## config.mk

```make
export PLATFORM = sky130hd
export DESIGN_NAME = alu_core
export DESIGN_NICKNAME = d
export VERILOG_FILES = /design/src/rtl/alu_core_pkg.sv /design/src/rtl/alu_divider.sv /design/src/rtl/alu_core.sv
export SDC_FILE = /design/constraint.sdc
export NUM_CORES = 2
export LEC_CHECK = 0
export CAP_MARGIN = 10
export CORE_UTILIZATION = 50
export DETAILED_ROUTE_END_ITERATION = 7
export PLACE_DENSITY = 0.66
export SLEW_MARGIN = 20
export SYNTH_ARGS = -nofsm -noshare
export SYNTH_HDL_FRONTEND = slang
export SYNTH_HIERARCHICAL = 1
export SYNTH_SLANG_ARGS = --single-unit
```

## constraint.sdc

```tcl
create_clock -name clk -period 14.6 [get_ports clk]
set_input_delay 2.19 -clock clk [delete_from_list [all_inputs] [get_ports clk]]
set_output_delay 2.19 -clock clk [all_outputs]
set_load 0.05 [all_outputs]
```

## src/rtl/alu_core_pkg.sv

```systemverilog
// rtl/alu_core_pkg.sv - opcode, error-code and state definitions shared by alu_core.
package alu_core_pkg;

  typedef enum logic [7:0] {
    OP_NOP = 8'd0,
    OP_ADD = 8'd1,
    OP_AND = 8'd2,
    OP_XOR = 8'd3,
    OP_MUL = 8'd4,
    OP_DIV = 8'd5,
    OP_LDA = 8'd6,
    OP_STA = 8'd7,
    OP_MOV = 8'd8,
    OP_SWP = 8'd9,
    OP_WMR = 8'd10
  } operation_t;

  localparam logic [7:0] ERR_OK       = 8'd0;
  localparam logic [7:0] ERR_ILLEGAL  = 8'd1;
  localparam logic [7:0] ERR_DIV_ZERO = 8'd2;
  localparam logic [7:0] ERR_ADDR     = 8'd3;
  localparam logic [7:0] ERR_DIV_OVF  = 8'd4;

  typedef enum logic [1:0] {
    ST_IDLE = 2'd0,
    ST_EXEC = 2'd1,
    ST_DONE = 2'd2
  } state_t;

  function automatic logic calc_gp(input logic sv, input logic [63:0] r);
    return sv ? ($signed(r) > 64'sd0) : (r != 64'd0);
  endfunction

endpackage

```

## src/rtl/alu_divider.sv

```systemverilog
// rtl/alu_divider.sv - 32-iteration restoring divider on magnitudes with sign fixup.
module alu_divider (
  input  logic        clk,
  input  logic        reset,
  input  logic        start,
  input  logic        sv,
  input  logic [31:0] dividend,
  input  logic [31:0] divisor,
  output logic        busy,
  output logic        done,
  output logic [31:0] quotient,
  output logic [31:0] remainder
);

  logic [31:0] quo_q;
  logic [31:0] rem_q;
  logic [31:0] dvs_q;
  logic [4:0]  iter_q;
  logic        q_neg_q;
  logic        r_neg_q;
  logic [32:0] rem_shift;
  logic [32:0] trial;

  assign rem_shift = {rem_q, quo_q[31]};
  assign trial     = rem_shift - {1'b0, dvs_q};

  always_ff @(posedge clk) begin
    if (reset) begin
      busy    <= 1'b0;
      done    <= 1'b0;
      quo_q   <= '0;
      rem_q   <= '0;
      dvs_q   <= '0;
      iter_q  <= '0;
      q_neg_q <= 1'b0;
      r_neg_q <= 1'b0;
    end else begin
      done <= 1'b0;
      if (start && !busy) begin
        quo_q   <= (sv && dividend[31]) ? -dividend : dividend;
        dvs_q   <= (sv && divisor[31]) ? -divisor : divisor;
        rem_q   <= '0;
        iter_q  <= '0;
        busy    <= 1'b1;
        q_neg_q <= sv & (dividend[31] ^ divisor[31]);
        r_neg_q <= sv & dividend[31];
      end else if (busy) begin
        // trial[32] set means the shifted remainder was smaller than the divisor
        if (trial[32]) begin
          rem_q <= rem_shift[31:0];
          quo_q <= {quo_q[30:0], 1'b0};
        end else begin
          rem_q <= trial[31:0];
          quo_q <= {quo_q[30:0], 1'b1};
        end
        iter_q <= iter_q + 5'd1;
        if (iter_q == 5'd31) begin
          busy <= 1'b0;
          done <= 1'b1;
        end
      end
    end
  end

  assign quotient  = q_neg_q ? -quo_q : quo_q;
  assign remainder = r_neg_q ? -rem_q : rem_q;

endmodule

```

## src/rtl/alu_core.sv

```systemverilog
// rtl/alu_core.sv - multi-cycle 32-bit ALU with start/done handshake and accumulator.
// Defining ALU_MEM_OPS_EN adds the scratch memory behind lda/sta/wmr.
module alu_core
  import alu_core_pkg::*;
#(
  parameter int MEM_DEPTH = 16,
  parameter int MUL_LAT   = 3
) (
  input  logic        clk,
  input  logic        reset,
  input  logic        start,
  input  logic        sv,
  input  logic        op_prefix,
  input  logic [7:0]  op,
  input  logic [31:0] A,
  input  logic [31:0] B,
  output logic        done,
  output logic        gp,
  output logic [63:0] result,
  output logic [7:0]  err
);

  state_t      state_q;
  logic        sv_q;
  logic [7:0]  op_q;
  logic [31:0] a_q;
  logic [31:0] b_q;
  logic [63:0] acc_q;
  logic [7:0]  cnt_q;
  logic        div_run_q;
  logic        div_ovf_q;

  logic [31:0] a_in;
  logic        div_ovf_in;
  logic        div_ok_in;
  logic        div_start;
  logic        div_busy;
  logic        div_done;
  logic [31:0] div_quo;
  logic [31:0] div_rem;
  logic        exec_fin;
  logic [63:0] ext_a;
  logic [63:0] ext_b;
  logic [63:0] res_n;
  logic [7:0]  err_n;
  logic        acc_ld;

  assign a_in       = op_prefix ? acc_q[31:0] : A;
  assign div_ovf_in = sv && (a_in == 32'h8000_0000) && (B == 32'hFFFF_FFFF);
  assign div_ok_in  = (op == OP_DIV) && (B != 32'd0) && !div_ovf_in;
  // Divider launches on the capture edge so its 32 iterations fit the 33-clock budget
  assign div_start  = (state_q == ST_IDLE) && start && div_ok_in;

  alu_divider u_div (
    .clk       (clk),
    .reset     (reset),
    .start     (div_start),
    .sv        (sv),
    .dividend  (a_in),
    .divisor   (B),
    .busy      (div_busy),
    .done      (div_done),
    .quotient  (div_quo),
    .remainder (div_rem)
  );

  assign exec_fin = div_run_q ? (div_done && !div_busy) : (cnt_q == 8'd0);
  assign ext_a    = {{32{sv_q & a_q[31]}}, a_q};
  assign ext_b    = {{32{sv_q & b_q[31]}}, b_q};

`ifdef ALU_MEM_OPS_EN
  localparam int AW = $clog2(MEM_DEPTH);

  logic [31:0] mem [MEM_DEPTH];
  logic        addr_ok;
  logic        mem_we;
  logic [31:0] mem_wdata;
  logic [31:0] mem_rdata;

  assign addr_ok   = a_q < 32'(MEM_DEPTH);
  assign mem_rdata = mem[a_q[AW-1:0]];

  // No reset on the array; writes only land on the completing edge
  always_ff @(posedge clk) begin
    if (!reset && (state_q == ST_EXEC) && exec_fin && mem_we) begin
      mem[a_q[AW-1:0]] <= mem_wdata;
    end
  end
`endif

  always_comb begin
    res_n  = '0;
    err_n  = ERR_OK;
    acc_ld = 1'b0;
`ifdef ALU_MEM_OPS_EN
    mem_we    = 1'b0;
    mem_wdata = b_q;
`endif
    case (op_q)
      OP_NOP: res_n = '0;
      OP_ADD: begin
        res_n  = ext_a + ext_b;
        acc_ld = 1'b1;
      end
      OP_AND: begin
        res_n  = {32'd0, a_q & b_q};
        acc_ld = 1'b1;
      end
      OP_XOR: begin
        res_n  = {32'd0, a_q ^ b_q};
        acc_ld = 1'b1;
      end
      OP_MUL: begin
        res_n  = ext_a * ext_b;
        acc_ld = 1'b1;
      end
      OP_DIV: begin
        if (b_q == 32'd0) begin
          err_n = ERR_DIV_ZERO;
        end else if (div_ovf_q) begin
          err_n = ERR_DIV_OVF;
          res_n = {32'd0, 32'h8000_0000};
        end else begin
          res_n  = {div_rem, div_quo};
          acc_ld = 1'b1;
        end
      end
      OP_MOV: begin
        res_n  = {32'd0, b_q};
        acc_ld = 1'b1;
      end
      OP_SWP: begin
        res_n  = {b_q, a_q};
        acc_ld = 1'b1;
      end
`ifdef ALU_MEM_OPS_EN
      OP_LDA: begin
        if (addr_ok) begin
          res_n  = {32'd0, mem_rdata};
          acc_ld = 1'b1;
        end else begin
          err_n = ERR_ADDR;
        end
      end
      OP_STA: begin
        if (addr_ok) begin
          mem_we = 1'b1;
          res_n  = {32'd0, b_q};
        end else begin
          err_n = ERR_ADDR;
        end
      end
      OP_WMR: begin
        if (addr_ok) begin
          mem_we    = 1'b1;
          mem_wdata = acc_q[31:0];
          res_n     = acc_q;
          acc_ld    = 1'b1;
        end else begin
          err_n = ERR_ADDR;
        end
      end
`endif
      default: err_n = ERR_ILLEGAL;
    endcase
  end

  always_ff @(posedge clk) begin
    if (reset) begin
      state_q   <= ST_IDLE;
      done      <= 1'b0;
      gp        <= 1'b0;
      result    <= '0;
      err       <= ERR_OK;
      acc_q     <= '0;
      sv_q      <= 1'b0;
      op_q      <= '0;
      a_q       <= '0;
      b_q       <= '0;
      cnt_q     <= '0;
      div_run_q <= 1'b0;
      div_ovf_q <= 1'b0;
    end else begin
      case (state_q)
        ST_IDLE: begin
          if (start) begin
            sv_q      <= sv;
            op_q      <= op;
            a_q       <= a_in;
            b_q       <= B;
            div_run_q <= div_ok_in;
            div_ovf_q <= div_ovf_in;
            cnt_q     <= (op == OP_MUL) ? 8'(MUL_LAT - 1) : 8'd0;
            state_q   <= ST_EXEC;
          end
        end
        ST_EXEC: begin
          if (exec_fin) begin
            result  <= res_n;
            err     <= err_n;
            gp      <= calc_gp(sv_q, res_n);
            if (acc_ld && (err_n == ERR_OK)) begin
              acc_q <= res_n;
            end
            done    <= 1'b1;
            state_q <= ST_DONE;
          end else begin
            cnt_q <= cnt_q - 8'd1;
          end
        end
        ST_DONE: begin
          if (!start) begin
            done    <= 1'b0;
            state_q <= ST_IDLE;
          end
        end
        default: state_q <= ST_IDLE;
      endcase
    end
  end

endmodule

```

## Word-level counts from Yosys, hierarchy flattened

Cells that the tools add are included.

- Register bits after elaboration: 296

- Add/subtract/negate cells: 8
- Multiply operators: 1
- Magnitude comparators: 1
- Eq/ne operators: 18
- Muxes and demuxes: 35
- Bitwise gates (word level): 8
- Reduce and logical (&&, ||, !) cells: 33

Operator list:

| cell | count |
|---|---|
| 64-bit case mux with 7 select lines | 1 |
| 32-bit 2-to-1 mux | 8 |
| 64-bit 2-to-1 mux | 2 |
| 32-bit negator | 4 |
| 32-bit equality test, second input constant | 2 |
| 64-bit by 1-bit > comparator with 1-bit output, second input constant | 1 |
| 33-bit by 33-bit multiplier with 64-bit output | 1 |
| 64-bit nonzero test | 1 |
| 33-bit by 33-bit adder with 34-bit output | 1 |
| 33-bit by 32-bit subtractor with 33-bit output | 1 |
| 32-bit bitwise AND | 1 |
| 8-bit by 3-bit equality test with 1-bit output, second input constant | 4 |
| 32-bit logical NOT | 1 |
| 32-bit nonzero test | 1 |
| 32-bit bitwise XOR | 1 |
| 8-bit logical NOT | 3 |
| 8-bit by 2-bit equality test with 1-bit output, second input constant | 2 |
| 8-bit by 4-bit equality test with 1-bit output, second input constant | 2 |
| 8-bit 2-to-1 mux | 2 |
| 8-bit case mux with 2 select lines | 1 |
| 3-bit AND reduction | 4 |
| 1-bit logical AND | 11 |
| 1-bit 2-to-1 mux | 11 |
| 8-bit by 1-bit equality test with 1-bit output, second input constant | 1 |
| 22 further kinds | 37 |

## Longest topological paths before layout

- Word-level depth: 9
- Gate-level depth with buffers: 35

## Modules after synthesis

The synthesis kept the hierarchy.

By module, submodules not included:

| module | instances | cells an instance | area an instance (um^2) |
|---|---|---|---|
| alu_core | 1 | 5,892 | 50,303.2 |
| alu_divider | 1 | 1,173 | 8,745.9 |

## Worst setup path before layout

Ideal clock, no wire load.

- Kind: reg2reg
- Start point: register a_q[31]
- End point: register gp
- Setup time: 0.116 ns
- Arrival time: 8.651 ns
- Data required time: 14.484 ns
- Setup slack: 5.833 ns
- Stages on the path, launching flop included: 35
- Cell sequence: dfxtp_1 and2_0 clkbuf_1 nand2_1 inv_1 fa_1 inv_1 fa_1 inv_1 fa_1 fa_1 inv_1 fa_1 inv_1 fa_1 inv_1 fa_1 fa_1 inv_1 ha_1 clkbuf_1 nand2_1 o21ai_0 nor3_1 a21oi_1 a21oi_1 a41oi_1 xor2_1 a21oi_1 o2111a_1 and3_1 nand4_1 nor4_1 a41oi_1 o211a_1

- Cells in the longest elaborated chain, start to end: 5

Ends and longest elaborated chain:

| what | RTL line | RTL |
|---|---|---|
| from (decl) | alu_core.sv:26 | `logic [31:0] a_q;` |
| from (signal assigned) | alu_core.sv:189 | `a_q <= a_in;` |
| 1-bit bitwise AND | alu_core.sv:68 | `assign ext_a = {{32{sv_q & a_q[31]}}, a_q};` |
| 33-bit by 33-bit multiplier with 64-bit output or 33-bit by 33-bit adder with 34-bit output (tied branches) | alu_core.sv:114, alu_core.sv:102 |  |
| 64-bit case mux with 7 select lines (*) | alu_core.sv:99 | `case (op_q)` |
| 64-bit by 1-bit > comparator with 1-bit output or 64-bit nonzero test (tied branches) | alu_core_pkg.sv:31 | `return sv ? ($signed(r) > 64'sd0) : (r != 64'd0);` |
| 1-bit 2-to-1 mux (*) | alu_core_pkg.sv:31 |  |
| to (signal assigned) | alu_core.sv:201 | `gp <= calc_gp(sv_q, res_n);` |
| to (decl) | alu_core.sv:18 | `output logic gp,` |

Every way passes the cells marked *; elsewhere a longest branch is shown, timed or not.
A chain may end at the register's enable or synchronous reset.

## Worst setup path in the final report

Ends and elaborated chain as after synthesis.

==> results.yml <==
sta:
  maxSlewHeadroom: 0.113
  finalSetupTns_ns: 0
  post-route-period-util: 0.748
  finalSetupViolCount: 0
  timing.final.hold_violations: 0
  worst_clock_skew_ns: 0.0253
  layout_min_cycle_time_ns: 10.93
  drv_slew: 0
  tightest_slew_ns: 1.33
  fmax_mhz: 91.5
  grt_setup_unrepaired: "no"
synthesis:
  avgSynthCellArea_um2: 8.36
  number_of_flops_mapped_to_enable_cells_by_yosys: 0
  synth_top_cell_by_area: "sky130_fd_sc_hd__fa_1"
  synth_top_cell_area_share: 0.382
  syn-instance-count: 7065
  mappedNetlistArea_um2: 59000
  ys.warnings.count: 6
  synth.area.top_cells: "sky130_fd_sc_hd__fa_1, sky130_fd_sc_hd__dfxtp_1, sky130_fd_sc_hd__inv_1"
  async_reset_ff_frac: 0
  synth-seq-cells: 291
  synth_cell_type_count: 103
  dominantRegCellSynth: "sky130_fd_sc_hd__dfxtp_1"
  synth-seq-area-share: 0.0987
critical_path:
  r2r-start: "a_q[31]"
  required_ns: 15.05
  cpMostUsedCell: "sky130_fd_sc_hd__fa_1"
  crit_type: "reg2reg"
  cpMaxStageDelayCell: "sky130_fd_sc_hd__dfxtp_2"
  timing.critical_path.depth: 32
  critical_path_peak_fanout: 53
  critical_path.endpoint: "gp"
  startpoint_type: "flip-flop"
  cp.arrival_ns: 11.38
  critical-path-top-delay-family: "adder cells"
  r2r_slack_ns: 3.67
  ff2ff_path_depth: 32
  cp_num_buf_inv: 7
  critical-path-max-stage-delay_ns: 1.06
  cp-end-kind: "flip-flop"
  startpoint: "a_q[31]"
  timing.rr.end: "gp"
route:
  drtIter0Drc: 4768
  drc: 0
  detail_route.wl_per_cell_um: 23.5
  drt_first_pass_iters: 6
  vias: 50000
  final_antenna_net_count: 0
  routed_via_density: 5.93
  total_routed_wirelength_mm: 198
final_layout:
  fraction_of_layout_cells_with_a_size_suffix_above_1: 0.0382
  multi_input_logic_area_um2: 46700
  finalCoreUtilization: 0.537
  nets: 8379
  num_antenna_cells: 0
  final_cell_mix: "sky130_fd_sc_hd__inv_1, sky130_fd_sc_hd__fa_1, sky130_fd_sc_hd__nand2_1, sky130_fd_sc_hd__nor2_1, sky130_fd_sc_hd__and2_1"
  layout-area-overhead-vs-synth_pct: 6.13
  final.fill_count: 11000
  final_common_cell: "sky130_fd_sc_hd__inv_1"
  final-seq-area_um2: 5850
run:
  drv_cap: 0
die:
  core_um2: 117000
  die_w_um: 346
  die_footprint_um2: 119000
  initial_util: 0.506
  rows: 125
  y_dimension_of_the_die_um: 346
  pin_count: 151
global_route:
  pin_count_of_the_biggest_net_entering_global_routing: 108
  number_of_antenna_violations_at_the_first_check_in_global_routing: 3
  grt_first_pass_wirelength_mm: 309
  gr-total-overflow: 0
  grt_pass1_vias: 51300
  grtUsageTotal: 0.337
clock_network:
  post_cts_resized: 0
  cts_root_buffer: "sky130_fd_sc_hd__clkbuf_16"
  cts.sinks: 291
  numCtsBuffers: 36
  path_clk_slew_ns: 0.06
  postCtsHoldBufs: 0
  postCtsSetupRepairBufs: 0
  insertion_delay_ns: 0.57
  cts_max_path_bufs: 3
  ctsHtreeMaxLevel: 2
  tritoncts: "done"
pwr:
  net-switching-power_mw: 4.32
  cell_internal_pwr_mw: 3.39
  seq_power_share: 0.135
  switching_share: 0.560
  cell_leakage_power_nw: 28.6
  power.density_cell_area_nw_per_um2: 123
  share_clk_of_total_power: 0.128
  vdd.ir_drop.worst_mv: 0.176
  pwr-share-comb: 0.737
min_path:
  timing.hold.worst.class: "reg2reg"
placement:
  port_buffers: 145
  globalplace.congestion: 1.00
  detailed_place_hpwl_mm: 156
outcome:
  outcome: "finished clean"
[sequential cells by signal (all words and copies together), names as in the netlist, 2 cells and up]
signal and flops:
u_div/iter_q 5, acc_q 32, u_div/rem_q 32, u_div/quo_q 32, err 3, b_q 32
state_q 2, cnt_q 8, result 64, op_q 8, a_q 32, u_div/dvs_q 32
[layout make-up]
type / instances / share of cell area
clock inverters: 12 / 0.00329
inverters: 1247 / 0.0747
repair buffers: 253 / 0.0361
multi-input cells: 5061 / 0.745
flip-flops and latches: 291 / 0.0933
well taps: 1524 / 0.0304
clock buffers: 52 / 0.0173
[worst min-delay path, delay by kind of cell (launching register included)]
family	cells	cell delay [ns]
flip-flops	1	0.31
AND/OR/NAND/NOR	1	0.05
AO/OA/AOI/OAI	1	0.05
[layer usage]
metal | share of wire | routed length (um) | vias to the layer above | GRT usage
li1 | - | - | 21900 | -
met5 | 0.000086 | 17 | - | 0
met4 | 0.046 | 9090 | 2 | 0.134
met1 | 0.41 | 81400 | 25500 | 0.459
met2 | 0.46 | 91000 | 2152 | 0.536
met3 | 0.084 | 16700 | 430 | 0.0566
[power groups by stage]
stage / Combinational [mW] / Clock, mW / Sequential (mW)
final: 5.68 / 0.985 / 1.04
after global routing: 6.26 / 1.02 / 1.05
after CTS: 5.63 / 0.990 / 1.03
after detailed placement: 5.57 / 0 / 1.05
after global placement: 5.54 / 0 / 1.05
after floorplan: 3.65 / 0 / 1.15
[cells by family (layout without fill, tap and decap cells)]
logic type	count (synthesis)	in the layout	synth area share
xor gates and xnor gates	212	212	0.0314
DFF	291	291	0.0987
adders and majority gates	1412	1412	0.442
other	1	5	0.0000635
AOI/OAI and AO/OA	1066	1066	0.117
and+or+nand+nor	2262	2262	0.180
muxes	104	104	0.0179
buffers and inverters	1717	1564	0.112
[worst min path at each step]
stage | start | endpoint | depth (start not counted)
4_1_cts | acc_q[30] | acc_q[30] | 2
2_1_floorplan | u_div/dvs_q[12] | u_div/dvs_q[12] | 2
3_5_place_dp | acc_q[30] | acc_q[30] | 2
3_3_place_gp | acc_q[19] | acc_q[19] | 2
6_report | b_q[3] | b_q[3] | 2
5_1_grt | u_div/dvs_q[26] | u_div/dvs_q[26] | 2
[per-stage QoR]
stage | instance area (um^2) | hold slack, ns | std cells | total power [mW] | worst slack (ns)
2_1_floorplan | 59100 | 0.432 | 7069 | 4.80 | 5.83
3_3_place_gp | 61400 | 0.438 | 8376 | 6.59 | 3.89
3_5_place_dp | 61400 | 0.447 | 8376 | 6.62 | 3.75
4_1_cts | 62700 | 0.455 | 8440 | 7.66 | 3.72
5_1_grt | 62700 | 0.469 | 8440 | 8.34 | 2.91
6_report | 62700 | 0.454 | 8440 | 7.71 | 3.67
[cell usage after synthesis, types with 25 or more instances]
cell type                  number
sky130_fd_sc_hd__nand2_1     1056
sky130_fd_sc_hd__a31oi_1       29
sky130_fd_sc_hd__a211oi_1     122
sky130_fd_sc_hd__o31ai_1       35
sky130_fd_sc_hd__fa_1        1127
sky130_fd_sc_hd__or3_1         28
sky130_fd_sc_hd__clkbuf_1     387
sky130_fd_sc_hd__a221oi_1      25
sky130_fd_sc_hd__o21a_1        25
sky130_fd_sc_hd__xor2_1        70
sky130_fd_sc_hd__buf_1         32
sky130_fd_sc_hd__nor3_1        84
sky130_fd_sc_hd__and3_1        52
sky130_fd_sc_hd__a21oi_1      352
sky130_fd_sc_hd__and2_1       354
sky130_fd_sc_hd__nand4_1       57
sky130_fd_sc_hd__a21o_1        38
sky130_fd_sc_hd__xnor2_1      142
sky130_fd_sc_hd__nand3_1       74
sky130_fd_sc_hd__nor2_1       363
sky130_fd_sc_hd__buf_2         29
sky130_fd_sc_hd__o21ai_0      160
sky130_fd_sc_hd__ha_1         285
sky130_fd_sc_hd__mux2i_1       92
sky130_fd_sc_hd__dfxtp_1      291
sky130_fd_sc_hd__o21ai_1       31
sky130_fd_sc_hd__nor4_1        41
sky130_fd_sc_hd__or4_1         28
sky130_fd_sc_hd__inv_1       1247
(Power assumes the default switching activity.)
